===== src/rtl/uart_cmd_decoder.sv =====
// uart_cmd_decoder: turns "$<S|B|C|M>[digits]<CR|LF>" frames from the UART receiver into
// one-cycle control pulses and a mode register. Define ERR_CNT_EN to build the frame-error counter.
module uart_cmd_decoder #(
  parameter int unsigned CLK_HZ     = 32'd100_000_000,
  parameter int unsigned TIMEOUT_MS = 32'd10,
  parameter int unsigned MODE_MAX   = 32'd99
) (
  input  logic       clk,
  input  logic       reset,
  input  logic [7:0] rx_data,
  input  logic       rx_done,
  output logic       strike_pulse,
  output logic       ball_pulse,
  output logic       clear_pulse,
  output logic [6:0] mode_val,
  output logic       mode_valid,
  output logic       frame_err,
  output logic       busy,
  output logic [7:0] err_cnt
);

  localparam int unsigned TO_CYCLES = (CLK_HZ / 32'd1000) * TIMEOUT_MS;
  localparam int unsigned TO_W      = (TO_CYCLES > 32'd2) ? $clog2(TO_CYCLES) : 32'd1;
  localparam logic [TO_W-1:0] TO_LAST  = TO_W'(TO_CYCLES - 32'd1);
  localparam logic [6:0]      MODE_LIM = 7'(MODE_MAX);

  localparam logic [7:0] CH_DOLLAR = 8'h24;
  localparam logic [7:0] CH_LF     = 8'h0A;
  localparam logic [7:0] CH_CR     = 8'h0D;
  localparam logic [7:0] CH_S      = 8'h53;
  localparam logic [7:0] CH_B      = 8'h42;
  localparam logic [7:0] CH_C      = 8'h43;
  localparam logic [7:0] CH_M      = 8'h4D;
  localparam logic [7:0] CH_0      = 8'h30;
  localparam logic [7:0] CH_9      = 8'h39;

  typedef enum logic [2:0] {
    ST_IDLE   = 3'd0,
    ST_CMD    = 3'd1,
    ST_ARG    = 3'd2,
    ST_TERM   = 3'd3,
    ST_COMMIT = 3'd4
  } state_t;

  typedef enum logic [1:0] {
    CMD_S = 2'd0,
    CMD_B = 2'd1,
    CMD_C = 2'd2,
    CMD_M = 2'd3
  } cmd_t;

  function automatic logic is_digit(input logic [7:0] b);
    return (b >= CH_0) && (b <= CH_9);
  endfunction

  function automatic logic is_term(input logic [7:0] b);
    return (b == CH_LF) || (b == CH_CR);
  endfunction

  state_t          state_q, state_d;
  cmd_t            cmd_q, cmd_d;
  logic [6:0]      acc_q, acc_d;
  logic            ndig_q, ndig_d;
  logic [TO_W-1:0] to_q, to_d;
  logic [6:0]      mode_val_q, mode_val_d;
  logic            strike_q, strike_d;
  logic            ball_q, ball_d;
  logic            clear_q, clear_d;
  logic            mode_valid_q, mode_valid_d;
  logic            frame_err_q, frame_err_d;
  logic            busy_q, busy_d;
  logic            in_frame;

  assign in_frame = (state_q == ST_CMD) || (state_q == ST_ARG) || (state_q == ST_TERM);

  // Next-state, accumulator, timeout and output-pulse decode
  always_comb begin
    state_d      = state_q;
    cmd_d        = cmd_q;
    acc_d        = acc_q;
    ndig_d       = ndig_q;
    to_d         = to_q;
    mode_val_d   = mode_val_q;
    strike_d     = 1'b0;
    ball_d       = 1'b0;
    clear_d      = 1'b0;
    mode_valid_d = 1'b0;
    frame_err_d  = 1'b0;

    // COMMIT fires its pulse whether or not a new byte lands in the same cycle
    if (state_q == ST_COMMIT) begin
      state_d = ST_IDLE;
      case (cmd_q)
        CMD_S: strike_d = 1'b1;
        CMD_B: ball_d   = 1'b1;
        CMD_C: clear_d  = 1'b1;
        CMD_M: begin
          if (acc_q > MODE_LIM) begin
            frame_err_d = 1'b1;
          end else begin
            mode_val_d   = acc_q;
            mode_valid_d = 1'b1;
          end
        end
        default: state_d = ST_IDLE;
      endcase
    end else begin
      state_d = state_q;
    end

    if (rx_done) begin
      to_d = '0;
      case (state_q)
        ST_IDLE, ST_COMMIT: begin
          state_d = (rx_data == CH_DOLLAR) ? ST_CMD : ST_IDLE;
        end
        ST_CMD: begin
          case (rx_data)
            CH_S: begin
              cmd_d   = CMD_S;
              state_d = ST_TERM;
            end
            CH_B: begin
              cmd_d   = CMD_B;
              state_d = ST_TERM;
            end
            CH_C: begin
              cmd_d   = CMD_C;
              state_d = ST_TERM;
            end
            CH_M: begin
              cmd_d   = CMD_M;
              acc_d   = 7'd0;
              ndig_d  = 1'b0;
              state_d = ST_ARG;
            end
            CH_DOLLAR: begin
              frame_err_d = 1'b1;
              acc_d       = 7'd0;
              ndig_d      = 1'b0;
              state_d     = ST_CMD;
            end
            default: begin
              frame_err_d = 1'b1;
              state_d     = ST_IDLE;
            end
          endcase
        end
        ST_ARG: begin
          if (is_digit(rx_data)) begin
            acc_d   = (acc_q * 7'd10) + {3'b000, rx_data[3:0]};
            ndig_d  = 1'b1;
            state_d = ndig_q ? ST_TERM : ST_ARG;
          end else if (is_term(rx_data) && ndig_q) begin
            state_d = ST_COMMIT;
          end else if (rx_data == CH_DOLLAR) begin
            frame_err_d = 1'b1;
            acc_d       = 7'd0;
            ndig_d      = 1'b0;
            state_d     = ST_CMD;
          end else begin
            frame_err_d = 1'b1;
            state_d     = ST_IDLE;
          end
        end
        ST_TERM: begin
          if (is_term(rx_data)) begin
            state_d = ST_COMMIT;
          end else if (rx_data == CH_DOLLAR) begin
            frame_err_d = 1'b1;
            acc_d       = 7'd0;
            ndig_d      = 1'b0;
            state_d     = ST_CMD;
          end else begin
            frame_err_d = 1'b1;
            state_d     = ST_IDLE;
          end
        end
        default: state_d = ST_IDLE;
      endcase
    end else if (in_frame) begin
      if (to_q == TO_LAST) begin
        to_d        = '0;
        frame_err_d = 1'b1;
        state_d     = ST_IDLE;
      end else begin
        to_d = to_q + TO_W'(1);
      end
    end else begin
      to_d = '0;
    end

    busy_d = (state_d != ST_IDLE);
  end

  // State and registered outputs
  always_ff @(posedge clk or posedge reset) begin
    if (reset) begin
      state_q      <= ST_IDLE;
      cmd_q        <= CMD_S;
      acc_q        <= 7'd0;
      ndig_q       <= 1'b0;
      to_q         <= '0;
      mode_val_q   <= 7'd0;
      strike_q     <= 1'b0;
      ball_q       <= 1'b0;
      clear_q      <= 1'b0;
      mode_valid_q <= 1'b0;
      frame_err_q  <= 1'b0;
      busy_q       <= 1'b0;
    end else begin
      state_q      <= state_d;
      cmd_q        <= cmd_d;
      acc_q        <= acc_d;
      ndig_q       <= ndig_d;
      to_q         <= to_d;
      mode_val_q   <= mode_val_d;
      strike_q     <= strike_d;
      ball_q       <= ball_d;
      clear_q      <= clear_d;
      mode_valid_q <= mode_valid_d;
      frame_err_q  <= frame_err_d;
      busy_q       <= busy_d;
    end
  end

`ifdef ERR_CNT_EN
  logic [7:0] err_cnt_q, err_cnt_d;

  assign err_cnt_d = (frame_err_d && (err_cnt_q != 8'hFF)) ? (err_cnt_q + 8'd1) : err_cnt_q;

  // Saturating frame-error counter, updated alongside the frame_err pulse
  always_ff @(posedge clk or posedge reset) begin
    if (reset) begin
      err_cnt_q <= 8'd0;
    end else begin
      err_cnt_q <= err_cnt_d;
    end
  end

  assign err_cnt = err_cnt_q;
`else
  assign err_cnt = 8'h00;
`endif

  assign strike_pulse = strike_q;
  assign ball_pulse   = ball_q;
  assign clear_pulse  = clear_q;
  assign mode_val     = mode_val_q;
  assign mode_valid   = mode_valid_q;
  assign frame_err    = frame_err_q;
  assign busy         = busy_q;

endmodule

===== config.mk =====
export PLATFORM = sky130hd
export DESIGN_NAME = uart_cmd_decoder
export DESIGN_NICKNAME = d
export VERILOG_FILES = /design/src/rtl/uart_cmd_decoder.sv
export SDC_FILE = /design/constraint.sdc
export NUM_CORES = 1
export LEC_CHECK = 0
export ABC_AREA = 1
export ABC_CLOCK_PERIOD_IN_PS = 2650
export CORE_UTILIZATION = 50
export DETAILED_ROUTE_END_ITERATION = 6
export PLACE_DENSITY = 0.72
export REMOVE_ABC_BUFFERS = 1
export SLEW_MARGIN = 20
export SYNTH_ARGS = -nofsm -noshare
export SYNTH_HDL_FRONTEND = slang
export SYNTH_SLANG_ARGS = --single-unit

===== constraint.sdc =====
create_clock -name clk -period 2.65 [get_ports clk]
set_input_delay 0.53 -clock clk [delete_from_list [all_inputs] [get_ports clk]]
set_output_delay 0.53 -clock clk [all_outputs]
set_load 0.02 [all_outputs]

==> flow_metrics.py, run 1 <==
metrics = {
    "detailed_routing": {
        "dr.pass1.iters": 4,
        "drtAntennaViolNets": 0,
        "vias": 2339,
        "route.final.wire_length_mm": 5.51,
        "viasPerCell": 4.98,
        "detail_route.drc_violations": 0,
        "wl_per_cell_microns": 11.7,
        "drt_iter0_drc": 108,
    },
    "layout": {
        "syn2layout_area_growth_pct": 14.9,
        "layout.nets": 418,
        "antennaDiodeCount": 0,
        "nFillCells": 531,
        "drive_gt1_frac": 0.106,
    },
    "setup_path": {
        "cp.arrival_ps": 2310,
        "crit_fanout": 7,
        "crit_chain": "clkdlybuf4s50_1 > ha_1 > fa_1 > nand3_1 > nand2_1 > xor2_1 > nand2_1 > nand3_1 > o21ai_0 > nand2_1 > nand2_1",
        "max_stage_delay_ps": 510,
        "r2r_end": "acc_q[5]",
        "path_class": "input port to flip-flop",
        "ff2ff_setup_slack_ps": 600,
        "crit_top_cell": "nand2_1",
        "crit_start": "rx_data[1]",
        "end_kind": "flip-flop",
        "r2r_cells": 10,
        "required_ps": 2850,
        "r2r_start": "acc_q[1]",
        "crit_slowest_cell": "clkdlybuf4s50_1",
        "startpoint_type": "input port",
    },
    "floorplanning": {
        "die_y_microns": 77.2,
        "core_area_sq_um": 5470,
        "rows": 27,
        "dieArea_sq_um": 5960,
        "io_pins": 32,
        "dieWidth_microns": 77.2,
        "start_util": 0.517,
    },
    "synth": {
        "yosysUniqueCellTypes": 37,
        "synth_area_sq_um": 2830,
        "yosysSeqAreaShare": 0.407,
        "yosysMostFrequentCell": "nand2_1",
        "synth_edf_count": 0,
        "synth-async-reset-ratio": 1.00,
        "yosys_most_used_dff": "dfrtp_1",
        "synthTopCellsByCount": "99 x nand2_1, 47 x nor2_1, 46 x dfrtp_1, 39 x inv_1, 28 x nand3_1",
        "synth_area_leaders": "dfrtp_1 41%, nand2_1 13%, nor2_1 6.2%",
        "postSynthCellCount": 367,
        "yosys.area.top_type": "dfrtp_1",
        "ys_warn_count": 0,
        "synth_seq_cells": 46,
        "synth_top_area_frac": 0.407,
        "syn-mean-instance-area_sq_um": 7.71,
    },
    "sta": {
        "fin_crit_sh": 0.797,
        "whs_ps": 462,
        "setup_tns_ps": 0,
        "final_max_slew_viol_count": 0,
        "timing.fmax_ghz": 0.474,
        "final-setup-viol-count": 0,
        "clock_skew_ps": 2.10,
        "slew_headroom": 0.584,
        "hold_viol_final": 0,
        "rsz0062_at_grt": "false",
        "finalCriticalPeriod_ps": 2110,
        "tightestPinTransition_ps": 620,
    },
    "grt": {
        "antenna_found_initial": 0,
        "grt.total_usage": 0.208,
        "grt_first_pass_wirelength_mm": 9.95,
        "grt_max_degree": 32,
        "grt_overflow": 0,
        "grt_pass1_vias": 2316,
    },
    "placement": {
        "place_hpwl_mm": 4.35,
        "portBuffers": 23,
        "place.gp.congestion": 0.862,
    },
    "flow_run": {
        "maxCapViolations": 0,
    },
    "clocking": {
        "cts_resized": 0,
        "cts_buffers": 5,
        "clk_latency_ps": 300,
        "postCtsSetupBuffers": 0,
        "cts_buffer_depth": 2,
        "hold_buffers": 0,
        "clkSinkCount": 46,
        "h-tree-depth": 2,
        "root_buffer": "clkbuf_8",
        "cts_tree": "built",
        "clk_pin_slew_ps": 90,
    },
    "worst_hold_path": {
        "hold_end": "to_q[0]",
        "hold_start": "to_q[0]",
        "hold_class": "flip-flop to flip-flop",
        "hold_depth": 1,
    },
    "status": {
        "outcome": "completed",
    },
    "pwr": {
        "cellLeakagePower_nw": 1.58,
        "power_density_nw_per_um2": 401,
        "vdd_drop_max_mv": 0.210,
    },
}
## critical path, delay by kind of cell
family          cells  cell delay (ps)
buf+inv             1              510
compound gates      1               80
xor+xnor            1              130
fa+ha+maj           2              680
simple gates        6              380
## metrics by stage
stage	power [mW]	utilization	cell area, sq um	instances	setup slack (ps)
2_1_floorplan	0.759	-	2790	365	733
4_1_cts	1.32	0.594	3250	470	533
3_3_place_gp	0.792	0.573	3140	462	252
5_1_grt	1.35	0.594	3250	470	318
3_5_place_dp	0.794	0.573	3140	462	214
6_report	1.30	0.594	3250	470	539
## where the power goes
part | internal, mW | total (mW) | switching, mW | leakage [nW]
sequential | 0.702 | 0.703 | 0.000959 | 0.638
combinational | 0.0255 | 0.0760 | 0.0506 | 0.896
clock | 0.281 | 0.523 | 0.243 | 0.0504
total | 1.01 | 1.30 | 0.294 | 1.58
## how the worst max path moves through the flow
stage                     slack, ps       end  cells past startpoint
after floorplan                 730  acc_q[5]                     10
after global placement          250  acc_q[5]                     11
after detailed placement        210  acc_q[5]                     11
after CTS                       530  acc_q[5]                     11
after global routing            320  acc_q[5]                     11
final                           540  acc_q[5]                     11
## flip-flops by register name, indices dropped and copies added (netlist names)
name / cells
busy: 1
strike_pulse: 1
mode_val: 7
acc_q: 7
to_q: 20
mode_valid: 1
clear_pulse: 1
state_q: 3
frame_err: 1
ndig_q: 1
ball_pulse: 1
cmd_q: 2
## cell families (layout without fill, tap and decap cells)
kind of cell    after synthesis  in the layout  share of synthesized area
flops                        46             46                      0.407
fa+ha+maj                    10             10                     0.0495
buf+inv                      58             82                     0.0898
mux                           1              1                    0.00354
compound gates               27             27                     0.0562
xor+xnor                     14             14                     0.0433
simple gates                210            210                      0.349
other cells                   1              8                    0.00133
## area by class of cell
class                      count  area, sq um  share of cell area
multi-input combinational    270         1450               0.446
sequential                    46         1150               0.354
timing repair buffer          25          258              0.0793
inverter                      49          186              0.0574
tap                           72         90.1              0.0277
clock buffer                   5         68.8              0.0212
clock inverter                 3         45.0              0.0139
## placed cells by master (no fill, tap or decap), types with 8 or more instances in the layout
cell / instances
inv_1: 38
ha_1: 8
dfrtp_1: 46
clkdlybuf4s50_1: 23
a21oi_1: 9
xor2_1: 9
nand3_1: 28
nand2_1: 99
nor2_1: 47
conb_1: 8
## metal layers
| layer | up-vias | GRT usage | routed length [microns] |
|---|---|---|---|
| met5 | - | 0 | 0 |
| li1 | 1207 | - | - |
| met2 | 36 | 0.369 | 2780 |
| met4 | 0 | 0.0792 | 79 |
| met3 | 6 | 0.0214 | 117 |
| met1 | 1090 | 0.258 | 2540 |
Note: power is estimated with default switching activity, not from simulation.
==> run 2: changes to the inputs <==
- ABC_CLOCK_PERIOD_IN_PS: 2650 -> 2020
- clock period: 2.65 -> 2.02 ns (I/O delays scaled with it)
==> run 2 against run 1 <==
  * The flow now finishes with violations (negative setup slack)
  * Largest power group unchanged
  * Sequential cell count stayed put
  * Sequential share of layout area shrank 1.6 points
  * Via count is 2.9% higher
==> flow_metrics.py, run 2 (same netlist as run 1, synthesis figures left out) <==
metrics = {
    "sta": {
        "clock_skew_ps": 5.13,
        "final_max_slew_viol_count": 0,
        "fin_ws_ps": -1.25,
        "fin_crit_sh": 1.00,
        "final-setup-viol-count": 1,
        "finalCriticalPeriod_ps": 2020,
        "rsz0062_at_grt": "true",
        "timing.fmax_ghz": 0.495,
        "hold_viol_final": 0,
    },
    "placement": {
        "portBuffers": 23,
        "place.gp.congestion": 0.834,
        "dpl.cell_count": 480,
        "placed_area_sq_um": 3270,
        "place_hpwl_mm": 4.27,
    },
    "setup_path": {
        "r2r_start": "acc_q[3]",
        "ff2ff_setup_slack_ps": -1,
        "r2r_end": "acc_q[6]",
        "end_kind": "flip-flop",
        "startpoint_type": "flip-flop",
        "path_class": "flip-flop to flip-flop",
        "cp.arrival_ps": 2260,
        "required_ps": 2260,
        "r2r_cells": 9,
        "crit_fanout": 2,
    },
    "clocking": {
        "clkSinkCount": 46,
        "root_buffer": "clkbuf_8",
        "cts_buffer_depth": 2,
        "cts_tree": "built",
        "h-tree-depth": 2,
        "hold_buffers": 0,
        "clk_pin_slew_ps": 80,
        "clk_latency_ps": 300,
        "cts_buffers": 5,
    },
    "floorplanning": {
        "start_util": 0.517,
        "core_area_sq_um": 5470,
        "dieWidth_microns": 77.2,
        "die_y_microns": 77.2,
        "rows": 27,
        "io_pins": 32,
        "dieArea_sq_um": 5960,
    },
    "layout": {
        "mostFrequentLayoutCell": "nand2_1",
        "layout.nets": 437,
        "largest_register_ffs": 20,
        "instances_no_fill": 489,
        "postLayoutCellArea_sq_um": 3410,
        "drive_gt1_frac": 0.161,
        "final_cell_mix": "99 x nand2_1, 47 x nor2_1, 45 x dfrtp_1",
        "antennaDiodeCount": 0,
        "final_core_util": 0.623,
        "regMostFlops": "to_q",
        "syn2layout_area_growth_pct": 20.6,
        "nFillCells": 495,
    },
    "grt": {
        "grt.total_usage": 0.208,
        "grt_first_pass_wirelength_mm": 9.94,
        "grt_pass1_vias": 2361,
        "grt_max_degree": 47,
        "grt_overflow": 0,
        "antenna_found_initial": 0,
    },
    "detailed_routing": {
        "drtAntennaViolNets": 0,
        "vias": 2407,
        "drt_iter0_drc": 117,
        "viasPerCell": 4.92,
        "route.final.wire_length_mm": 5.52,
        "detail_route.drc_violations": 0,
        "dr.pass1.iters": 4,
        "wl_per_cell_microns": 11.3,
    },
    "pwr": {
        "totalPowerFinal_mw": 1.71,
        "cellLeakagePower_nw": 1.69,
        "vdd_drop_max_mv": 0.380,
        "power_density_nw_per_um2": 501,
    },
    "flow_run": {
        "maxCapViolations": 0,
    },
    "status": {
        "violations": "negative setup slack",
        "outcome": "finished, violations left",
    },
    "worst_hold_path": {
        "hold_class": "input port to asynchronous set/reset pin",
    },
}
run 2: cell count changes in the layout (fill, tap and decap cells not counted), sizes merged:
cell	change
buf	+19
clkbuf	+2
clkinvlp	-2
run 2: area by class of cell:
class | instances | area, sq um | share of cell area
Sequential cell | 46 | 1150 | 0.338
Multi-Input combinational cell | 270 | 1480 | 0.433
Clock inverter | 1 | 30.0 | 0.00880
Tap cell | 72 | 90.1 | 0.0264
Clock buffer | 7 | 76.3 | 0.0224
Timing Repair Buffer | 44 | 400 | 0.117
Inverter | 49 | 186 | 0.0547
run 2: per-layer routing:
| layer | wire (microns) | GRT usage | up-vias |
|---|---|---|---|
| met5 | 0 | 0 | - |
| li1 | - | - | 1245 |
| met2 | 2760 | 0.371 | 39 |
| met1 | 2520 | 0.255 | 1117 |
| met4 | 87 | 0.0736 | 0 |
| met3 | 150 | 0.0286 | 6 |
run 2: power by group:
group	switching (mW)	internal, mW	total, mW
Sequential	0.000847	0.921	0.922
Clock	0.308	0.370	0.679
Combinational	0.0677	0.0418	0.109
Total	0.377	1.33	1.71
run 2: worst max path at each step:
stage               startpoint        to  slack (ps)  cells after the start
floorplan             acc_q[1]  acc_q[5]         100                     10
global placement    rx_data[1]  acc_q[5]        -100                     11
detailed placement  rx_data[1]  acc_q[5]        -150                     11
CTS                   acc_q[3]  acc_q[6]           4                      9
global route          acc_q[3]  acc_q[5]        -110                     10
finish                acc_q[3]  acc_q[6]          -1                      9
run 2: stage by stage:
stage / setup TNS (ps) / hold WS, ps / setup WS [ps]
after floorplan: 0 / 424 / 103
after global placement: -295 / 445 / -104
after detailed placement: -546 / 457 / -147
after CTS: 0 / 468 / 4.16
after global routing: -229 / 477 / -115
final: -1.25 / 471 / -1.25
run 2: repair_timing:
item                                    in CTS  in global routing
endpoints found under the setup margin       0                  3
resized for setup                            0                  9
buffers inserted                             0                  1
run 2: critical path: stages, from the launching register on:
cell,delay (ps)
dfrtp_1,390
ha_1,290
ha_2,160
inv_2,40
fa_2,400
xnor2_2,150
xnor2_1,220
xor2_1,160
nand3_1,90
nand2_1,60
